### src/rtl/control_r.sv
// Receive-side packet steering: classifies PHY packets by PID and forwards them
// through a one-deep registered stage to either the token/handshake or the data path.
module control_r (
    input  logic       clk,
    input  logic       rst_n,
    input  logic       rx_lp_sop,
    input  logic       rx_lp_eop,
    input  logic       rx_lp_valid,
    output logic       rx_lp_ready,
    input  logic [7:0] rx_lp_data,
    output logic       rx_to_sop,
    output logic       rx_to_eop,
    output logic       rx_to_valid,
    input  logic       rx_to_ready,
    output logic [7:0] rx_to_data,
    output logic       rx_lt_sop,
    output logic       rx_lt_eop,
    output logic       rx_lt_valid,
    input  logic       rx_lt_ready,
    output logic [7:0] rx_lt_data,
    output logic       rx_data_on,
    output logic       rx_pid_err,
    output logic       rx_frame_err,
    output logic       rx_lp_eop_en
);

    localparam int unsigned DataW = 8;

    typedef enum logic [1:0] {IDLE, TO, LT, DROP} state_e;

    state_e             state_q, state_d;
    state_e             sop_dest;
    logic               vld_q, vld_d;
    logic               sel_q, sel_d;
    logic               sop_q, sop_d;
    logic               eop_q, eop_d;
    logic [DataW-1:0]   data_q, data_d;
    logic               out_rdy;
    logic               acc;
    logic               pid_ok;
    logic               fwd;
    logic               fwd_sel;

    // A new beat may enter only when the held beat is absent or leaving this cycle,
    // so a held beat never changes path.
    assign out_rdy     = sel_q ? rx_lt_ready : rx_to_ready;
    assign rx_lp_ready = ~vld_q | out_rdy;
    assign acc         = rx_lp_valid & rx_lp_ready;
    assign pid_ok      = (rx_lp_data[7:4] == ~rx_lp_data[3:0]);

    // PID classification of the current byte
    always_comb begin
        sop_dest = DROP;
        if (pid_ok) begin
            case (rx_lp_data[1:0])
                2'b01, 2'b10: sop_dest = TO;
                2'b11:        sop_dest = LT;
                default:      sop_dest = DROP;
            endcase
        end
    end

    // Next-state, forwarding decision and event pulses
    always_comb begin
        state_d      = state_q;
        fwd          = 1'b0;
        fwd_sel      = 1'b0;
        rx_pid_err   = 1'b0;
        rx_frame_err = 1'b0;
        rx_lp_eop_en = acc & rx_lp_eop;
        if (acc) begin
            if (rx_lp_sop) begin
                rx_frame_err = (state_q != IDLE);
                rx_pid_err   = (sop_dest == DROP);
                fwd          = (sop_dest != DROP);
                fwd_sel      = (sop_dest == LT);
                state_d      = rx_lp_eop ? IDLE : sop_dest;
            end else begin
                case (state_q)
                    TO, LT: begin
                        fwd     = 1'b1;
                        fwd_sel = (state_q == LT);
                        if (rx_lp_eop) state_d = IDLE;
                    end
                    DROP: begin
                        if (rx_lp_eop) state_d = IDLE;
                    end
                    default: begin
                    end
                endcase
            end
        end
    end

    // Output stage: drain on handshake, reload on every forwarded beat
    always_comb begin
        vld_d  = vld_q;
        sel_d  = sel_q;
        sop_d  = sop_q;
        eop_d  = eop_q;
        data_d = data_q;
        if (vld_q & out_rdy) vld_d = 1'b0;
        if (fwd) begin
            vld_d  = 1'b1;
            sel_d  = fwd_sel;
            sop_d  = rx_lp_sop;
            eop_d  = rx_lp_eop;
            data_d = rx_lp_data;
        end
    end

    always_ff @(posedge clk or negedge rst_n) begin
        if (!rst_n) begin
            state_q <= IDLE;
            vld_q   <= 1'b0;
            sel_q   <= 1'b0;
            sop_q   <= 1'b0;
            eop_q   <= 1'b0;
            data_q  <= '0;
        end else begin
            state_q <= state_d;
            vld_q   <= vld_d;
            sel_q   <= sel_d;
            sop_q   <= sop_d;
            eop_q   <= eop_d;
            data_q  <= data_d;
        end
    end

    assign rx_to_valid = vld_q & ~sel_q;
    assign rx_lt_valid = vld_q & sel_q;
    assign rx_to_sop   = sop_q;
    assign rx_lt_sop   = sop_q;
    assign rx_to_eop   = eop_q;
    assign rx_lt_eop   = eop_q;
    assign rx_to_data  = data_q;
    assign rx_lt_data  = data_q;
    assign rx_data_on  = (state_q == LT);

endmodule

### config.mk
export PLATFORM = sky130hd
export DESIGN_NAME = control_r
export DESIGN_NICKNAME = d
export VERILOG_FILES = /design/src/rtl/control_r.sv
export SDC_FILE = /design/constraint.sdc
export NUM_CORES = 1
export LEC_CHECK = 0
export ABC_AREA = 1
export BUFFER_PORTS_ARGS = -buffer_cell sky130_fd_sc_hd__clkbuf_2
export CAP_MARGIN = 10
export CORE_AREA = 2 2 45 57
export DETAILED_ROUTE_END_ITERATION = 10
export DIE_AREA = 0 0 47 59
export PLACE_DENSITY = 0.74
export SLEW_MARGIN = 25
export SYNTH_ARGS = -nofsm -noshare
export SYNTH_HDL_FRONTEND = slang
export SYNTH_SLANG_ARGS = --single-unit
### constraint.sdc
create_clock -name clk -period 1.8 [get_ports clk]
set_input_delay 0 -clock clk [delete_from_list [all_inputs] [get_ports clk]]
set_output_delay 0 -clock clk [all_outputs]
set_load 0.05 [all_outputs]
=== After elaboration in Yosys (flattened, before gate mapping) ===
Cells that the tools add are included.

* Bits in registers: 14
* Bits of input ports: 15
* Output and inout bits: 27
* Logic and storage cells: 52

* Eq/ne operators: 10
* Muxes and demuxes: 19
* Bitwise gates (word level): 9
* Reduce and logical (&&, ||, !) cells: 8

{| class="wikitable"
|+ Operator list
! kind !! count
|-
| $mux 1 || 13
|-
| $eq 2x2->1 const B || 6
|-
| $mux 2 || 5
|-
| $reduce_bool 2->1 || 4
|-
| $and 1x1->1 || 5
|-
| $eq 2x1->1 const B || 2
|-
| $eq 4x4->1 || 1
|-
| $not 4->4 || 1
|-
| $pmux 2 s2 || 1
|-
| $reduce_or 2->1 || 2
|-
| $reduce_and 3->1 || 1
|-
| $reduce_or 3->1 || 1
|-
| $ne 2x2->1 const B || 1
|-
| $not 1->1 || 2
|-
| $or 1x1->1 || 1
|}

=== Depth between registers and ports, before layout ===
Gate-level depths: netlist (run 1).

* Word-level depth: 8
* Gate-level depth with buffers: 11

=== Least setup slack after synthesis (run 1) ===
OpenSTA, ideal clock, no wires.

* Path type: register to output
* From: register vld_q
* To: output rx_frame_err
* Data arrival time: 2.181 ns
* Required time: 1.800 ns
* Slack: -0.381 ns
* Cell stages (with the launch flop): 8
* Path buffers: 0
* Path through: dfrtp_1 > inv_1 > nor2_1 > nand2_1 > nand2_2 > inv_2 > nand2_4 > nor3_1

* Cells in the longest elaborated chain, start to end: 4

{| class="wikitable"
|+ RTL lines
! what !! RTL line !! text
|-
| from (decl) || 33 || <nowiki>logic vld_q, vld_d;</nowiki>
|-
| from (signal assigned) || 122 || <nowiki>vld_q <= vld_d;</nowiki>
|-
| $not 1->1 || 47 || <nowiki>assign rx_lp_ready = ~vld_q | out_rdy;</nowiki>
|-
| $or 1x1->1 || 47 ||
|-
| named net rx_lp_ready || 9 || <nowiki>output logic rx_lp_ready,</nowiki>
|-
| $and 1x1->1 || 48 || <nowiki>assign acc = rx_lp_valid & rx_lp_ready;</nowiki>
|-
| $mux 1 || 71 || <nowiki>if (acc) begin</nowiki>
|-
| to (decl) || 23 || <nowiki>output logic rx_frame_err,</nowiki>
|}

The timed path passes the listed nets, and every way through them passes these cells.

=== Final worst setup path (run 1) ===
* From: input rx_lp_data[5]
* To: output rx_pid_err

* Cells in the longest elaborated chain, start to end: 5

{| class="wikitable"
|+ RTL lines
! what !! RTL line !! text
|-
| from (decl) || 10 || <nowiki>input logic [7:0] rx_lp_data,</nowiki>
|-
| $eq 4x4->1 || 49 || <nowiki>assign pid_ok = (rx_lp_data[7:4] == ~rx_lp_data[3:0]);</nowiki>
|-
| $mux 2 || 54 || <nowiki>if (pid_ok) begin</nowiki>
|-
| $eq 2x2->1 || 74 || <nowiki>rx_pid_err = (sop_dest == DROP);</nowiki>
|-
| $mux 1 || 72 || <nowiki>if (rx_lp_sop) begin</nowiki>
|-
| $mux 1 || 71 ||
|-
| to (decl) || 22 || <nowiki>output logic rx_pid_err,</nowiki>
|}

No other way between the ends.

==> impl_results.md, run 1 <==
- Gpl congestion: 0.856
- Count of nets after finishing: 195
- Final setup violation count: 0
- Worst EP required: 1.80 ns
- Met2 routed wirelength: 1.08 mm
- Net Count, Synth: 152
- Top Metal Used: met4
- Total routing resource utilization after global routing: 0.167
- Avg Synthesized Cell Area: 7.38 µm²
- Root buf cell: sky130_fd_sc_hd__clkbuf_4
- Switching power total: 1.18 mW
- Depth of the worst hold-timing path: 3
- Final global-route overflow total: 0
- Overall die width: 47 µm
- Diodes inserted: 0
- Antenna violations before repair: 0
- Area added between synthesis and finish: 28.6%
- Clock input transition at the sequential cells of the worst setup and hold paths: 0.08 ns
- Cell with the largest stage delay on the worst path: sky130_fd_sc_hd__dlygate4sd3_1
- Global-route wire length before repair: 3.35 mm
- Die area: 0.00277 mm²
- Sum Neg Setup Slack: 0 ns
- WL met3: 96 µm
- Final ANT Viol Nets: 0
- Height of the chip: 59 µm
- Number of global-route vias before repair: 827
- Most Frequent Cell on Critical Path: sky130_fd_sc_hd__nand2_1
- Slew Limit Headroom: 0.765
- Pin count of the biggest net entering global routing: 15
- Achievable frequency: 0.619 GHz
- Status: finished clean
- Max incr delay on CP: 0.52 ns
- Critical Path AT: 1.62 ns
- Fraction of layout cells with a size suffix above 1: 0.339
- Drc violations: 0
- Shortest period the worst path allows: 1.62 ns
- Proportion of total power due to net switching: 0.596
- Combinational fraction of design power: 0.623
- First drt pass iteration count: 4
- Seq pwr share: 0.260
- Buffer levels on the longest clock path: 2
- I/O pins: 42
- Post-placement worst setup slack: 0.326 ns
- CORE AREA: 0.00219 mm²
- Synthesized instance count: 132
- Min setup slack post-route: 0.185 ns
- TritonCTS clock tree: done
- Portion of the post-synthesis area used by sequential elements: 0.359
- Kind of start point of the critical path: input port
- Met1 wire length: 847 µm
- Share of the clock period used by the worst path: 0.897
- Routed vias: 909
- Maximum fanout along the worst path: 13
- Placed wire-length estimate: 1.64 mm
- Starting utilization of the core area: 0.446
- Initial DRC count: 13
- Endpoint class of the critical path: primary output
- Hold crit path type: in2reg
- Worst-margin pin slew: 0.353 ns
- Number of buffers inserted during clock tree synthesis: 3
- Unique cell type count in the Yosys netlist: 19
- Unrepaired setup endpoints after global routing: false
- Cell area after synthesis: 975 µm²
- Cell family with most CP delay: buffers and inverters
- Internal power consumption: 799 µW
- Buffer and inverter count on the worst path: 5
- Power density of the placed cells: 1580 mW/mm²
- Number of levels in the clock H-tree: 1
- Leakage Power: 0.766 nW
- Vias per inst: 4.43
- Count of max-cap constraint violations: 0
- Clock insertion delay at the later pin of the skew report: 0.29 ns
- Number of sinks handled by clock tree synthesis: 14
- Crit path kind: in2out
- Cell row count: 19
- Fin. Hold Viols: 0
- Crit path depth: 11
- # Post-CTS Setup Buffers: 0
- Crit path cell chain: dlygate4sd3_1 -> clkbuf_2 -> inv_1 -> nand2_1 -> nand2_1 -> nand2_1 -> inv_1 -> o211ai_1 -> nand2_2 -> nor2_1 -> clkbuf_2
- Fin. max-slew vios: 0
- Total length of routed wires: 2.09 mm
- Layout Skew: 0.00263 ns
- Buffers on Ports: 41
- Number of flip-flops and latches in the synthesized netlist: 14
- IR Drop Worst-Case VDD: 0.000963 V
- Total of warnings raised by yosys: 0
- Number of cells on the worst reg-to-reg path: 7
- Routed length per placed instance: 10.2 µm
- Number of hold buffers added after cts: 10
- Minimum setup slack among reg-to-reg paths: 0.32 ns
- Clk network pwr share: 0.117
- Post-CTS sizing: 0
==> routing by layer <==
layer	GRT usage	vias up
met1	0.214	398
met2	0.260	28
met4	0.0913	0
met3	0.0274	7
met5	0	-
li1	-	476
==> state kept, by name, indices dropped and copies added (netlist names) <==
signal	flops
rx_lt_data	8
sel_q	1
state_q	2
vld_q	1
rx_lt_eop	1
rx_lt_sop	1
==> final timing paths <==
check	start	to
hold / removal	rx_lp_sop	rx_lt_sop
max in group asynchronous	rst_n	rx_lt_data[7]
setup / recovery	rx_lp_data[5]	rx_pid_err
setup reg to reg	state_q[1]	rx_lt_data[1]
hold reg to reg	rx_lt_data[6]	rx_lt_data[6]
min in group asynchronous	rst_n	state_q[1]
==> cell usage after synthesis (all sizes together) <==
master | n | area, µm²
buf | 13 | 109
dfrtp | 14 | 350
ha | 5 | 62.6
inv | 20 | 75.1
nand2 | 48 | 210
nand3 | 12 | 60.1
nand4 | 2 | 12.5
nor2 | 12 | 52.6
nor3 | 1 | 5.00
nor3b | 1 | 12.5
o211ai | 1 | 7.51
o21a | 1 | 7.51
o21ai | 2 | 10.0
==> per-stage QoR <==
| step | utilization | cells | power [mW] | cell area [µm²] | hold WS, ns |
|---|---|---|---|---|---|
| final | 0.573 | 205 | 1.98 | 1250 | 0.0441 |
| after floorplan | - | 132 | 1.61 | 982 | -0.296 |
| after CTS | 0.573 | 205 | 1.99 | 1250 | 0.0322 |
| after detailed placement | 0.511 | 191 | 1.74 | 1120 | -0.0756 |
| after global placement | 0.511 | 191 | 1.72 | 1120 | -0.0858 |
| after global routing | 0.573 | 205 | 2.09 | 1250 | 0.0516 |
==> power by group through the flow <==
| stage | Sequential [mW] | Combinational (mW) | Clock (mW) |
|---|---|---|---|
| after floorplan | 0.821 | 0.787 | 0 |
| after global placement | 0.512 | 1.21 | 0 |
| after detailed placement | 0.520 | 1.22 | 0 |
| after CTS | 0.516 | 1.24 | 0.237 |
| after global routing | 0.532 | 1.31 | 0.244 |
| final | 0.514 | 1.23 | 0.230 |
==> kinds of logic (layout without fill, tap and decap cells) <==
family,after synthesis,after routing,share of synthesized area
and+or+nand+nor,76,76,0.362
DFF,14,14,0.359
AOI/OAI and AO/OA,4,4,0.0257
adders and majority gates,5,5,0.0642
buffers and inverters,33,75,0.189
==> cell usage in the layout (no fill, tap or decap), types with 3 or more instances in the layout <==
cell	count
sky130_fd_sc_hd__clkbuf_2	41
sky130_fd_sc_hd__nand2_1	40
sky130_fd_sc_hd__inv_1	18
sky130_fd_sc_hd__dfrtp_1	14
sky130_fd_sc_hd__nand3_1	12
sky130_fd_sc_hd__nor2_1	10
sky130_fd_sc_hd__dlygate4sd3_1	10
sky130_fd_sc_hd__nand2_2	6
sky130_fd_sc_hd__ha_1	5
sky130_fd_sc_hd__clkbuf_4	3
==> cell type report <==
| class | instances | area (µm²) |
|---|---|---|
| Inverter | 20 | 75.1 |
| Sequential cell | 14 | 350 |
| Tap cell | 31 | 38.8 |
| Timing Repair Buffer | 51 | 305 |
| Multi-Input combinational cell | 85 | 448 |
| Fill cell | 205 | 933 |
| Clock buffer | 4 | 36.3 |
==> worst reg2reg max path: cells and delay by family, from the launching register on <==
family,cells,cell delay [ns]
adder cells (fa/ha/maj),1,0.27
buffers and inverters,1,0.08
flip-flops,1,0.38
AND/OR/NAND/NOR,5,0.63
(Power assumes the default switching activity.)
==> run 2: changes to the inputs <==
RECOVER_POWER = 25   (was not set)
==> run 2 against run 1 <==
Against the previous run: routed wire length about the same; critical endpoint unchanged; clock power about the same; global-route usage unchanged; die area unchanged; sequential power about the same.
==> impl_results.md, run 2 (synthesis results as in run 1) <==
- Status: finished clean
- First drt pass iteration count: 4 (unchanged)
- Die area: 0.00277 mm² (unchanged)
- Crit path cell chain: dlygate4sd3_1 -> clkbuf_2 -> inv_1 -> nand2_1 -> nand2_1 -> nand2_1 -> inv_1 -> o211ai_1 -> nand2_2 -> nor2_1 -> clkbuf_2
- Number of cells on the worst reg-to-reg path: 7 (unchanged)
- Slew Limit Headroom: 0.496 (-0.269)
- Fraction of layout cells with a size suffix above 1: 0.333 (-0.00575)
- Buffer and inverter count on the worst path: 5 (unchanged)
- Endpoint class of the critical path: primary output
- IR Drop Worst-Case VDD: 0.000963 V (about the same)
- Worst EP required: 1.80 ns (about the same)
- Pin count of the biggest net entering global routing: 15 (unchanged)
- TritonCTS clock tree: done
- Number of buffers inserted during clock tree synthesis: 3 (unchanged)
- Final global-route overflow total: 0 (unchanged)
- Buffers on Ports: 41 (unchanged)
- Antenna violations before repair: 0 (unchanged)
- Total routing resource utilization after global routing: 0.167 (unchanged)
- Routed vias: 909 (unchanged)
- Sum Neg Setup Slack: 0 ns (unchanged)
- Unrepaired setup endpoints after global routing: false
- Achievable frequency: 0.619 GHz (unchanged)
- Top library cells by usage in the layout, fill and taps aside: sky130_fd_sc_hd__nand2_1, sky130_fd_sc_hd__clkbuf_2, sky130_fd_sc_hd__inv_1
- Routed length per placed instance: 10.2 µm (about the same)
- I/O pins: 42 (unchanged)
- Cell row count: 19 (unchanged)
- Share of the clock period used by the worst path: 0.897 (unchanged)
- Buffer levels on the longest clock path: 2 (unchanged)
- Crit path kind: in2out
- Number of levels in the clock H-tree: 1 (unchanged)
- Number of global-route vias before repair: 827 (unchanged)
- Cell family with most CP delay: buffers and inverters
- Height of the chip: 59 µm (unchanged)
- Layout Skew: 0.00263 ns (unchanged)
- Worst-margin pin slew: 0.756 ns (+0.404 ns)
- Vias per inst: 4.43 (unchanged)
- Leakage Power: 0.763 nW (-0.39%)
- CORE AREA: 0.00219 mm² (unchanged)
- Global-route wire length before repair: 3.35 mm (unchanged)
- Placed wire-length estimate: 1.64 mm (unchanged)
- Shortest period the worst path allows: 1.62 ns (unchanged)
- Most Frequent Cell on Critical Path: sky130_fd_sc_hd__nand2_1
- Critical Path AT: 1.62 ns (about the same)
- Starting utilization of the core area: 0.446 (unchanged)
- PnR Total Power: 1.98 mW (about the same)
- Maximum fanout along the worst path: 13 (unchanged)
- Crit path depth: 11 (unchanged)
- Fin. max-slew vios: 0 (unchanged)
- Drc violations: 0 (unchanged)
- Area added between synthesis and finish: 28.5% (about the same)
- Final ANT Viol Nets: 0 (unchanged)
- Depth of the worst hold-timing path: 3 (unchanged)
- Clock input transition at the sequential cells of the worst setup and hold paths: 0.08 ns (about the same)
- Kind of start point of the critical path: input port
- Count of max-cap constraint violations: 0 (unchanged)
- Count of nets after finishing: 195 (unchanged)
- Flip-flop count of the largest register after layout: 8 (unchanged)
- Post-CTS sizing: 0 (unchanged)
- Power density of the placed cells: 1580 mW/mm² (about the same)
- Clock insertion delay at the later pin of the skew report: 0.29 ns (about the same)
- # Post-CTS Setup Buffers: 0 (unchanged)
- Diodes inserted: 0 (unchanged)
- Gpl congestion: 0.856 (unchanged)
- Max incr delay on CP: 0.52 ns (about the same)
- Cell with the largest stage delay on the worst path: sky130_fd_sc_hd__dlygate4sd3_1
- Overall die width: 47 µm (unchanged)
- Initial DRC count: 13 (unchanged)
- Hold crit path type: in2reg
- Root buf cell: sky130_fd_sc_hd__clkbuf_4
- Fin. Hold Viols: 0 (unchanged)
- Number of hold buffers added after cts: 10 (unchanged)
- Number of sinks handled by clock tree synthesis: 14 (unchanged)
- Final setup violation count: 0 (unchanged)
- Total length of routed wires: 2.09 mm (about the same)
## run 2: cell type report
cell class,count,area [µm²]
clock buffer,4,36.3
fill,206,935
inverter,20,75.1
multi-input combinational,85,448
sequential,14,350
tap,31,38.8
timing repair buffer,51,304
## run 2: stage by stage
step,hold slack [ns],cells,worst slack (ns),util,cell area (µm²)
2_1_floorplan,-0.296,132,0.0659,-,982
3_5_place_dp,-0.0756,191,0.326,0.511,1120
3_3_place_gp,-0.0858,191,0.373,0.511,1120
4_1_cts,0.0322,205,0.170,0.573,1250
5_1_grt,0.0516,205,0.0117,0.573,1250
6_report,0.0442,205,0.185,0.573,1250
## run 2: worst paths after layout
kind                               startpoint  slack (ns)             to
worst max register to register     state_q[1]        0.32  rx_lt_data[1]
max in group asynchronous               rst_n        1.05  rx_lt_data[7]
min in group asynchronous               rst_n        0.28     state_q[1]
worst min register to register  rx_lt_data[6]        0.51  rx_lt_data[6]
worst max-delay path            rx_lp_data[5]        0.18     rx_pid_err
worst min-delay path                rx_lp_sop        0.04      rx_lt_sop
## run 2: per-layer routing
layer	track usage	routed length, µm
met5	0	0
met4	0.0913	62
met3	0.0274	96
met2	0.260	1080
met1	0.214	847
## run 2: power by group
part	switching, mW	leakage (nW)	internal [mW]
Sequential	0.0905	0.177	0.423
Combinational	0.980	0.565	0.252
Clock	0.107	0.0210	0.123
Total	1.18	0.763	0.799
## run 2: worst reg2reg max path: stages (launching register included)
cell,delay (ns)
sky130_fd_sc_hd__dfrtp_1,0.38
sky130_fd_sc_hd__inv_1,0.08
sky130_fd_sc_hd__ha_1,0.27
sky130_fd_sc_hd__nor2_1,0.06
sky130_fd_sc_hd__nor2_4,0.27
sky130_fd_sc_hd__nand2_4,0.16
sky130_fd_sc_hd__nand2_2,0.09
sky130_fd_sc_hd__nand2_1,0.05
==> run 3: changes to the inputs <==
CTS_BUF_LIST = sky130_fd_sc_hd__clkbuf_16   (was not set)
==> run 3 against run 2 <==
Against the previous run: worst setup slack improved by 0.15 ns; clock power grew 80%; largest cell class unchanged; flip-flop and latch count stayed put; highest routed layer unchanged.
==> impl_results.md, run 3 (synthesis results as in run 1) <==
- Flip-flop count of the largest register after layout: 8 (unchanged)
- Fraction of layout cells with a size suffix above 1: 0.345 (+0.0121)
- Max incr delay on CP: 0.36 ns (-0.16 ns)
- Buffers on Ports: 41 (unchanged)
- Routed length per placed instance: 10.3 µm (+1.2%)
- Achievable frequency: 0.681 GHz (+10%)
- Maximum fanout along the worst path: 12 (-1)
- Count of max-cap constraint violations: 0 (unchanged)
- Sum Neg Setup Slack: 0 ns (unchanged)
- Clock input transition at the sequential cells of the worst setup and hold paths: 0.04 ns (-0.04 ns)
- Final Instance Area: 0.00120 mm² (-3.8%)
- Power density of the placed cells: 1780 mW/mm² (+13%)
- Number of global-route vias before repair: 799 (-3.4%)
- Fin. Hold Viols: 0 (unchanged)
- Fin. max-slew vios: 0 (unchanged)
- Cell with the largest stage delay on the worst path: sky130_fd_sc_hd__dfrtp_1
- Routed vias: 890 (-2.1%)
- Count of nets after finishing: 186 (-4.6%)
- Met1 wire length: 821 µm (-3.1%)
- Worst EP required: 1.93 ns (+0.13 ns)
- WL met3: 96 µm (unchanged)
- Number of buffers inserted during clock tree synthesis: 3 (unchanged)
- Root buf cell: sky130_fd_sc_hd__clkbuf_16
- Die area: 0.00277 mm² (unchanged)
- Number of levels in the clock H-tree: 1 (unchanged)
- TritonCTS clock tree: done
- Clock insertion delay at the later pin of the skew report: 0.24 ns (-0.05 ns)
- Unrepaired setup endpoints after global routing: false
- Height of the chip: 59 µm (unchanged)
- Final global-route overflow total: 0 (unchanged)
- Gpl congestion: 0.856 (unchanged)
- Antenna violations before repair: 0 (unchanged)
- Buffer levels on the longest clock path: 2 (unchanged)
- Leakage Power: 0.743 nW (-2.6%)
- Proportion of total power due to net switching: 0.553 (-0.0426)
- Crit path cell chain: inv_1 -> ha_1 -> nor2_1 -> nor2_4 -> nand2_4 -> nand2_1 -> nand2_1
- Shortest period the worst path allows: 1.47 ns (-0.148 ns)
- Post-CTS sizing: 0 (unchanged)
- Crit path kind: reg2reg
- Total routing resource utilization after global routing: 0.162 (-0.00462)
- Placed wire-length estimate: 1.64 mm (unchanged)
- Kind of start point of the critical path: register
- Number of sinks handled by clock tree synthesis: 14 (unchanged)
- Status: finished clean
- Global-route wire length before repair: 3.31 mm (-1.4%)
- Worst-margin pin slew: 0.785 ns (+0.0282 ns)
- Fill count: 212 (+2.9%)
- Placed cell areas: 0.00112 mm² (unchanged)
- Total length of routed wires: 2.02 mm (-3.3%)
- Overall die width: 47 µm (unchanged)
- Vias per inst: 4.54 (+2.4%)
- Met2 routed wirelength: 1.06 mm (-1.7%)
- CORE AREA: 0.00219 mm² (unchanged)
- Switching power total: 1.19 mW (+0.75%)
- IR Drop Worst-Case VDD: 0.00106 V (+10%)
- Diodes inserted: 0 (unchanged)
- Final ANT Viol Nets: 0 (unchanged)
- Layout Skew: 0.00246 ns (-0.000175 ns)
- Final setup violation count: 0 (unchanged)
- Cell row count: 19 (unchanged)
- Minimum setup slack among reg-to-reg paths: 0.33 ns (about the same)
- Top Metal Used: met4
- Top library cells by usage in the layout, fill and taps aside: sky130_fd_sc_hd__nand2_1, sky130_fd_sc_hd__clkbuf_2, sky130_fd_sc_hd__inv_1
- Critical Path AT: 1.60 ns (-0.02 ns)
- Area added between synthesis and finish: 23.6%
- Final worst hold slack: 0.0275 ns (-0.0167 ns)
- Drc violations: 0 (unchanged)
- Hold crit path type: in2reg
- Share of the clock period used by the worst path: 0.815 (-0.0820)
- Combinational fraction of design power: 0.567 (-0.056)
- Pin count of the biggest net entering global routing: 15 (unchanged)
- Starting utilization of the core area: 0.446 (unchanged)
- Seq pwr share: 0.240 (-0.020)
- Most Frequent Cell on Critical Path: sky130_fd_sc_hd__nand2_1
- Endpoint class of the critical path: register
- Internal power consumption: 958 µW (+20%)
- I/O pins: 42 (unchanged)
- # Post-CTS Setup Buffers: 0 (unchanged)
- Clk network pwr share: 0.193 (+0.076)
- PnR Total Power: 2.14 mW (+8.5%)
- First drt pass iteration count: 4 (unchanged)
- Slew Limit Headroom: 0.477 (-0.0188)
- Initial DRC count: 13 (unchanged)
## run 3: cell types whose count changed in the layout (fill, tap and decap cells not counted)
| cell | delta |
|---|---|
| sky130_fd_sc_hd__clkbuf_16 | +3 |
| sky130_fd_sc_hd__clkbuf_4 | -3 |
| sky130_fd_sc_hd__clkbuf_8 | -1 |
| sky130_fd_sc_hd__clkinv_1 | +1 |
| sky130_fd_sc_hd__dlygate4sd3_1 | -9 |
## run 3: layout make-up
| cell class | instances | area, µm² | area share |
|---|---|---|---|
| multi-input cells | 85 | 448 | 0.372 |
| flip-flops and latches | 14 | 350 | 0.291 |
| repair buffers | 42 | 214 | 0.178 |
| clock buffers | 3 | 75.1 | 0.0623 |
| inverters | 20 | 75.1 | 0.0623 |
| well taps | 31 | 38.8 | 0.0322 |
| clock inverters | 1 | 3.75 | 0.00312 |
## run 3: power by group through the flow
stage	clock (mW)	sequential (mW)	combinational [mW]
after CTS	0.424	0.519	1.23
final	0.413	0.515	1.22
after global placement	0	0.512	1.21
after floorplan	0	0.821	0.787
after detailed placement	0	0.520	1.22
after global routing	0.434	0.535	1.29
## run 3: worst paths after layout
path,start,end,depth (start not counted)
min,rx_lp_eop,rx_lt_eop,3
max,state_q[1],sel_q,7
max reg2reg,state_q[1],sel_q,7
max in group asynchronous,rst_n,vld_q,2
min in group asynchronous,rst_n,state_q[1],2
min reg2reg,rx_lt_data[6],rx_lt_data[6],2
## run 3: per-layer routing
layer / vias to the layer above / GRT usage
li1: 459 / -
met1: 401 / 0.201
met2: 26 / 0.268
met3: 4 / 0.0274
met4: 0 / 0.0714
met5: - / 0
## run 3: worst max-delay path: cells and delay by family (launching register included)
kind	cells	cell delay [ns]
flops	1	0.36
fa+ha+maj	1	0.27
buf+inv	1	0.08
simple gates	5	0.64
## run 3: per-stage QoR
stage | cells | worst slack, ns | utilization
detailed placement | 191 | 0.326 | 0.511
global route | 196 | 0.207 | 0.551
finish | 196 | 0.332 | 0.551
CTS | 196 | 0.322 | 0.551
global placement | 191 | 0.373 | 0.511
floorplan | 132 | 0.0659 | -
## run 3: what timing repair did
item / CTS / global route
hold buffers: 1 / 0
endpoints found under the hold margin: 14 / 0
endpoints found under the setup margin: 0 / 0
